`src/rtl/gpr_dump_pkg.sv`:
```
// Shared definitions for the GPR dump serializer: state encoding and byte constants.
// Latency: n/a (types, constants and a byte-select helper only).
// Backpressure: n/a.
package gpr_dump_pkg;

   // HDR is only reachable when GPR_DUMP_HEADER_EN is defined.
   typedef enum logic [2:0] {
      ST_IDLE  = 3'd0,
      ST_FETCH = 3'd1,
      ST_SEND  = 3'd2,
      ST_DONE  = 3'd3,
      ST_HDR   = 3'd4
   } dump_state_t;

   localparam logic [7:0] HDR_MAGIC      = 8'hA5;
   localparam int         BYTES_PER_WORD = 4;

   // Little-endian byte select: index 0 is bits 7:0.
   function automatic logic [7:0] word_byte(input logic [31:0] w, input logic [1:0] idx);
      return w[8*idx +: 8];
   endfunction

endpackage

```
`src/rtl/gpr_dump.sv`:
```
// Dumps registers FIRST_REG..LAST_REG of a register file as a little-endian byte stream.
// Latency: start to first byte 2 cycles (1 with the header); 5 cycles per word at full rate.
// Backpressure: tx_valid/tx_ready; tx_data/tx_valid are registered and held while stalled.
//
// Ports: clk, rst (sync, active-high); start (sampled in IDLE only); rd_addr/rd_data
// combinational register-file read port; tx_data/tx_valid/tx_ready byte stream;
// busy (high outside IDLE); done (one-cycle pulse at completion).
// Build option: define GPR_DUMP_HEADER_EN to prefix the dump with 0xA5 and the word count.
module gpr_dump #(
   parameter int FIRST_REG = 1,
   parameter int LAST_REG  = 31
) (
   input  logic        clk,
   input  logic        rst,
   input  logic        start,
   output logic [4:0]  rd_addr,
   input  logic [31:0] rd_data,
   output logic [7:0]  tx_data,
   output logic        tx_valid,
   input  logic        tx_ready,
   output logic        busy,
   output logic        done
);
   import gpr_dump_pkg::*;

   dump_state_t state;
   logic [31:0] snapshot;
   logic [1:0]  idx;
`ifdef GPR_DUMP_HEADER_EN
   logic        hdr_idx;
`endif

   logic xfer;
   assign xfer = tx_valid && tx_ready;

   always_ff @(posedge clk) begin
      if (rst) begin
         state    <= ST_IDLE;
         rd_addr  <= 5'd0;
         snapshot <= 32'd0;
         idx      <= 2'd0;
         tx_valid <= 1'b0;
         tx_data  <= 8'd0;
         busy     <= 1'b0;
         done     <= 1'b0;
`ifdef GPR_DUMP_HEADER_EN
         hdr_idx  <= 1'b0;
`endif
      end else begin
         case (state)
            ST_IDLE: begin
               done <= 1'b0;
               if (start) begin
                  busy    <= 1'b1;
                  rd_addr <= 5'(FIRST_REG);
`ifdef GPR_DUMP_HEADER_EN
                  state    <= ST_HDR;
                  hdr_idx  <= 1'b0;
                  tx_valid <= 1'b1;
                  tx_data  <= HDR_MAGIC;
`else
                  state    <= ST_FETCH;
`endif
               end
            end

            // The word is frozen here so later register-file writes cannot tear it.
            ST_FETCH: begin
               snapshot <= rd_data;
               idx      <= 2'd0;
               tx_data  <= rd_data[7:0];
               tx_valid <= 1'b1;
               state    <= ST_SEND;
            end

            ST_SEND: begin
               if (xfer) begin
                  if (idx == 2'(BYTES_PER_WORD - 1)) begin
                     tx_valid <= 1'b0;
                     if (rd_addr != 5'(LAST_REG)) begin
                        rd_addr <= rd_addr + 5'd1;
                        state   <= ST_FETCH;
                     end else begin
                        done  <= 1'b1;
                        state <= ST_DONE;
                     end
                  end else begin
                     idx     <= idx + 2'd1;
                     tx_data <= word_byte(snapshot, idx + 2'd1);
                  end
               end
            end

            ST_DONE: begin
               done  <= 1'b0;
               busy  <= 1'b0;
               state <= ST_IDLE;
            end

`ifdef GPR_DUMP_HEADER_EN
            ST_HDR: begin
               if (xfer) begin
                  if (!hdr_idx) begin
                     hdr_idx <= 1'b1;
                     tx_data <= 8'(LAST_REG - FIRST_REG + 1);
                  end else begin
                     tx_valid <= 1'b0;
                     state    <= ST_FETCH;
                  end
               end
            end
`endif

            default: begin
               state    <= ST_IDLE;
               tx_valid <= 1'b0;
               busy     <= 1'b0;
               done     <= 1'b0;
            end
         endcase
      end
   end

endmodule
```
`config.mk`:
```
export PLATFORM = sky130hd
export DESIGN_NAME = gpr_dump
export DESIGN_NICKNAME = d
export VERILOG_FILES = /design/src/rtl/gpr_dump_pkg.sv /design/src/rtl/gpr_dump.sv
export SDC_FILE = /design/constraint.sdc
export NUM_CORES = 1
export LEC_CHECK = 0
export ABC_AREA = 1
export CAP_MARGIN = 20
export CELL_PAD_IN_SITES_DETAIL_PLACEMENT = 1
export CELL_PAD_IN_SITES_GLOBAL_PLACEMENT = 2
export CORE_ASPECT_RATIO = 1.75
export CORE_UTILIZATION = 31
export CTS_BUF_LIST = sky130_fd_sc_hd__clkbuf_4 sky130_fd_sc_hd__clkbuf_8
export DETAILED_ROUTE_END_ITERATION = 8
export MAX_ROUTING_LAYER = met4
export PLACE_DENSITY = 0.88
export SETUP_SLACK_MARGIN = 0.4
export SYNTH_ARGS = -nofsm -noshare
export SYNTH_HDL_FRONTEND = slang
export SYNTH_SLANG_ARGS = --single-unit
```
`constraint.sdc`:
```
create_clock -name clk -period 2.5 [get_ports clk]
set_input_delay 0.625 -clock clk [delete_from_list [all_inputs] [get_ports clk]]
set_output_delay 0.625 -clock clk [all_outputs]
set_load 0.01 [all_outputs]
```
==> results.cfg, run 1 <==
[clocking]
ctsResizeCount = 0
clk_pin_slew_worst_paths_ns = 0.09
h-tree-depth = 2
clk_latency_ns = 0.31
root_buffer = clkbuf_8
cts_max_path_buffers = 2
cts_buffers = 5
post_cts_buffers = 0
numClockSinks = 52
tritoncts = done
cts_hold_buffers = 0

[drt]
drc = 0
first_pass_iters = 4
drt-total-wl_mm = 6.768
vias_per_cell = 4.953
routedWlPerCell_um = 14.31
ant_nets = 0
drtIter0Drc = 75
vias = 2343

[critical_path]
worstPathRequired_ns = 1.88
crit_path_end = rd_addr[0]
slowest_delay_ns = 0.58
cp-end-kind = output pin
critical_path.max_fanout = 6
arrival_ns = 1.33
reg2reg_to = tx_data[4]$_SDFFE_PP0P_
cp_num_buf_inv = 1
startpoint = rd_addr[0]$_SDFFE_PP0P_
crit_cells = 1
rrSetupSlack_ns = 0.65
slowest_stage = clkdlybuf4s50_1
crit_type = reg -> out
path_cells = clkdlybuf4s50_1
worstRegToRegCells = 6
start_kind = flip-flop
timing.rr.start = state[0]$_SDFFE_PP0P_
cp_top_family = buffers and inverters

[global_routing]
first_global_vias = 2428
grt_max_degree = 46
gr-total-overflow = 0
grt_pass1_wl_mm = 11.34
grtUsageTotal = 0.1740
antenna_found_initial = 0

[die]
num_io_pins = 52
rows = 42
die_h_um = 119.9
die_area_mm2 = 0.008322
start_util = 0.3233
coreArea_mm2 = 0.007620
fp.dieW_um = 69.39

[outcome]
outcome = finished, final reports clean

[timing]
max_freq_ghz = 0.5112
finalCritPeriodShare = 0.7825
hold_violations = 0
relSlewSlack = 0.5514
finalMaxSlewViolations = 0
finalCriticalPeriod_ns = 1.956
tns_ns = 0
finalClockSkew_ns = 0.01245
worst-slew-pin-transition_ns = 0.6687
grt_setup_unrepaired = false
final-setup-viol-count = 0

[pwr]
ir_drop_v = 0.0003439
cellLeakagePower_uw = 0.001250
finalPower_uw = 2923
powerDensity_mw_per_mm2 = 943.8

[finish]
multi_input_area_mm2 = 0.001200
nFillCells = 955
diodes = 0
seqCellArea_mm2 = 0.001041
fin_cells = 473
nets = 427
syn_to_final_growth_pct = 25.70
drive_gt1_frac = 0.06753

[yosys]
ys.flop_type = dfxtp_1
synthesis.nets = 385
netlist_area_mm2 = 0.002464
synth_edf_count = 0
synth_seq_area_share = 0.4225
syn_area_per_cell_um2 = 7.204
synthArstFlopShare = 0
ys_seq_elements = 52
synth_cell_types = 25
syn_inst = 342
yosysWarnings = 0

[placement]
placed_cells = 465
portBuffers = 51
hpwl_mm = 4.944
gp_congestion = 0.7831

[flow_run]
cap_violations = 0

[worst_hold_path]
hold_class = reg -> reg
holdPathStages = 2
-- final cells by class --
type / count / area share
clock inverters: 2 / 0.004848
flip-flops and latches: 52 / 0.3362
multi-input cells: 246 / 0.3875
repair buffers: 55 / 0.1786
clock buffers: 6 / 0.02667
inverters: 24 / 0.03071
well taps: 88 / 0.03556
-- sequential cells by signal, indices dropped and copies added, names as in the netlist --
name and cells:
idx 2, state 2, busy 1, tx_data 8, tx_valid 1, done 1, snapshot 32, rd_addr 5
-- layer usage --
layer / wire length [um] / track usage
met5: 0 / -
met4: 123 / 0.06250
met3: 161 / 0.02015
met2: 3670 / 0.3277
met1: 2813 / 0.1831
-- Yosys cell counts, types with 2 or more instances --
master	instances	area share
inv_2	2	0.0030
ha_1	7	0.036
inv_1	19	0.029
nand3_1	31	0.063
nor2_1	69	0.11
nand4_1	5	0.013
inv_4	2	0.0051
o21ai_0	43	0.087
dfxtp_1	52	0.42
nand2_1	53	0.081
clkbuf_1	2	0.0030
a21oi_1	28	0.057
buf_2	11	0.022
buf_6	4	0.018
buf_4	2	0.0061
nand2_2	3	0.0076
-- worst min path at each step --
| stage | start | end | slack [ns] |
|---|---|---|---|
| after floorplan | idx[1]$_SDFFE_PP0P_ | idx[1]$_SDFFE_PP0P_ | 0.44 |
| after global placement | done$_SDFFE_PP0P_ | done$_SDFFE_PP0P_ | 0.44 |
| after detailed placement | done$_SDFFE_PP0P_ | done$_SDFFE_PP0P_ | 0.45 |
| after CTS | done$_SDFFE_PP0P_ | done$_SDFFE_PP0P_ | 0.46 |
| after global routing | done$_SDFFE_PP0P_ | done$_SDFFE_PP0P_ | 0.50 |
| final | done$_SDFFE_PP0P_ | done$_SDFFE_PP0P_ | 0.45 |
-- kinds of logic (layout without fill, tap and decap cells) --
logic type,after synthesis,in the layout,synth area share
AO/OA/AOI/OAI,73,73,0.1554
adder cells (fa/ha/maj),7,7,0.03555
buffers and inverters,44,87,0.09040
AND/OR/NAND/NOR,166,166,0.2961
flip-flops,52,52,0.4226
-- per-stage QoR --
step / setup slack, ns / utilization / hold slack, ns / area [um^2]
after detailed placement: 0.5537 / 0.3936 / 0.4494 / 2999
after floorplan: 1.010 / - / 0.4427 / 2464
after CTS: 0.5238 / 0.4064 / 0.4633 / 3097
after global routing: 0.4789 / 0.4064 / 0.4979 / 3097
after global placement: 0.6188 / 0.3936 / 0.4408 / 2999
final: 0.5436 / 0.4064 / 0.4546 / 3097
-- power by group --
group          switching (uW)  internal, uW  total, uW  leakage [uW]
logic                     678           472       1150      0.000779
registers                 163          1100       1260      0.000427
clock network             290           225        514     0.0000434
total                    1130          1790       2920       0.00125
-- layout by cell type (no fill, tap or decap), types with 3 or more instances in the layout --
cell type,n
dfxtp_1,52
nand2_1,53
clkdlybuf4s50_1,51
nor2_1,69
nand2_2,3
nand3_1,31
clkbuf_8,6
buf_4,3
a21oi_1,28
o21ai_0,43
ha_1,7
nand4_1,5
inv_1,19
(Power assumes the default switching activity.)
==> run 2: changes to the inputs <==
--- a/config.mk
+++ b/config.mk
@@ -10,11 +10,11 @@
 export CELL_PAD_IN_SITES_DETAIL_PLACEMENT = 1
 export CELL_PAD_IN_SITES_GLOBAL_PLACEMENT = 2
 export CORE_ASPECT_RATIO = 1.75
-export CORE_UTILIZATION = 31
+export CORE_UTILIZATION = 29
 export CTS_BUF_LIST = sky130_fd_sc_hd__clkbuf_4 sky130_fd_sc_hd__clkbuf_8
 export DETAILED_ROUTE_END_ITERATION = 8
 export MAX_ROUTING_LAYER = met4
-export PLACE_DENSITY = 0.88
+export PLACE_DENSITY = 0.83
 export SETUP_SLACK_MARGIN = 0.4
 export SYNTH_ARGS = -nofsm -noshare
 export SYNTH_HDL_FRONTEND = slang
==> constraint.sdc (replaced) <==
create_clock -name clk -period 1.8 [get_ports clk]
set_input_delay 0.45 -clock clk [delete_from_list [all_inputs] [get_ports clk]]
set_output_delay 0.45 -clock clk [all_outputs]
set_load 0.01 [all_outputs]
==> run 2 against run 1 <==
Sequential power increased by 41%. Flip-flop and latch count unchanged. Highest routed layer unchanged. Wire length grew 12%. Register-to-register slack lost 0.26 ns. Clock skew rose by 0.0050 ns. Core utilization rose by 0.74 points. Via count up 4.1%. Clock power up 40%.
==> results.cfg, run 2 (synthesis gave the netlist of run 1 again) <==
[outcome]
outcome = finished, final reports clean

[clocking]
tritoncts = done
numClockSinks = 52
clk_pin_slew_worst_paths_ns = 0.11
clk_latency_ns = 0.32
root_buffer = clkbuf_8
h-tree-depth = 2
cts_buffers = 5
cts_max_path_buffers = 2

[pwr]
internal-power_uw = 2685
p_sw_uw = 1750
powerDensity_mw_per_mm2 = 1298
clkPwrFrac = 0.162
combPwrFrac = 0.436
power_switching_share = 0.3946
cellLeakagePower_uw = 0.001414
seqPwrFrac = 0.402
ir_drop_v = 0.0004337

[die]
die_area_mm2 = 0.008883
coreArea_mm2 = 0.008258
die_h_um = 123.9
rows = 44
fp.dieW_um = 71.68
num_io_pins = 52
start_util = 0.2983

[global_routing]
grt_use_met3 = 0.03236
grt_max_degree = 23
antenna_found_initial = 0
gr-total-overflow = 0
use_met1 = 0.1884
grtUsageTotal = 0.1887
grt.busiest_layer = met2
first_global_vias = 2551
grt_pass1_wl_mm = 12.37
met2_usage = 0.3520

[drt]
ant_nets = 0
drt-total-wl_mm = 7.556
first_pass_iters = 4
routedWlPerCell_um = 15.23
vias = 2440
vias_per_cell = 4.919
drc = 0
drtIter0Drc = 78

[timing]
finalCritPeriodShare = 0.8163
grt_setup_unrepaired = true
relSlewSlack = 0.8536
hold_violations = 0
setup_slack_ns = 0.3307
max_freq_ghz = 0.6806
finalCriticalPeriod_ns = 1.469
finalMaxSlewViolations = 0
final-setup-viol-count = 0
finalClockSkew_ns = 0.01743
worst-slew-pin-transition_ns = 0.2196

[finish]
drive_gt1_frac = 0.2153
nets = 446
post-route-util = 0.4138
syn_to_final_growth_pct = 38.70
largestRegisters = snapshot: 32 flops, tx_data: 8 flops, rd_addr: 5 flops
largest_reg_flops = 32
layout_commonest_cell = nor2_1
fin_cells = 496
stdcell_area_mm2 = 0.003417
largest_register = snapshot
diodes = 0
mostFrequentLayoutCells = nor2_1 (67), nand2_1 (47), o21ai_0 (42)

[placement]
hpwl_mm = 5.371
dp_slack_ns = -0.001428
placed_cells = 476
placed_area_mm2 = 0.003093
portBuffers = 51
gp_congestion = 0.7984

[critical_path]
cpMostUsedCell = buf_6
slowest_stage = dfxtp_4
rrSetupSlack_ns = 0.39
start_kind = flip-flop
cp-end-kind = output pin
cp_num_buf_inv = 3
cp_top_family = flip-flops
worstPathRequired_ns = 1.35
arrival_ns = 1.02
critical_path.max_fanout = 2
slowest_delay_ns = 0.37
path_cells = buf_6, buf_6, buf_6
crit_type = reg -> out

[worst_hold_path]
hold_class = reg -> reg

[flow_run]
cap_violations = 0
[run 2: changes by cell type in the layout (fill, tap and decap cells not counted), sizes merged, moves of 2 or more]
cell,before,now
clkdlybuf4s50,51,35
buf,4,24
clkinvlp,2,0
clkbuf,6,9
clkdlybuf4s15,0,10
[run 2: final timing paths]
kind / cells after the start / endpoint / start
setup / recovery: 3 / rd_addr[0] / rd_addr[0]$_SDFFE_PP0P_
hold / removal: 2 / done$_SDFFE_PP0P_ / done$_SDFFE_PP0P_
setup reg to reg: 11 / rd_addr[3]$_SDFFE_PP0P_ / rd_addr[0]$_SDFFE_PP0P_
hold reg to reg: 2 / done$_SDFFE_PP0P_ / done$_SDFFE_PP0P_
[run 2: final cells by class]
class,instances,area [um^2]
Fill cell,1045,4841
Multi-Input combinational cell,247,1321
Sequential cell,52,1069
Timing Repair Buffer,73,719.4
Tap cell,92,115.1
Inverter,24,100.1
Clock buffer,6,82.58
Clock inverter,2,10.01
[run 2: worst min-delay path, cell delays in order, from the launching register on]
cell and delay (ns):
dfxtp_1 0.32, inv_1 0.05, a21oi_1 0.05
[run 2: power by group through the flow]
stage | combinational [uW] | clock [uW] | sequential, uW
6_report | 1930 | 720 | 1780
5_1_grt | 2160 | 782 | 1830
4_1_cts | 1820 | 750 | 1760
3_5_place_dp | 1740 | 0 | 1780
3_3_place_gp | 1690 | 0 | 1780
2_1_floorplan | 1070 | 0 | 1750
[run 2: layer usage]
metal	up-vias	share of wire
li1	1235	-
met1	1146	0.39
met2	43	0.56
met3	16	0.022
met4	0	0.031
met5	-	0
[run 2: repair_timing]
| item | 4_1_cts | 5_1_grt |
|---|---|---|
| gates cloned | 1 | 0 |
| pin swaps | 9 | 9 |
| buffers inserted | 6 | 5 |
| endpoints found under the setup margin | 61 | 46 |
| hold buffers | 0 | 0 |
| resized for setup | 58 | 35 |
[run 2: per-stage QoR]
| stage | total power [uW] | setup TNS [ns] | hold slack (ns) |
|---|---|---|---|
| final | 4435 | 0 | 0.4609 |
| after global routing | 4772 | 0 | 0.4911 |
| after CTS | 4333 | 0 | 0.4609 |
| after detailed placement | 3518 | -0.001428 | 0.4478 |
| after global placement | 3463 | 0 | 0.4485 |
| after floorplan | 2822 | 0 | 0.4427 |
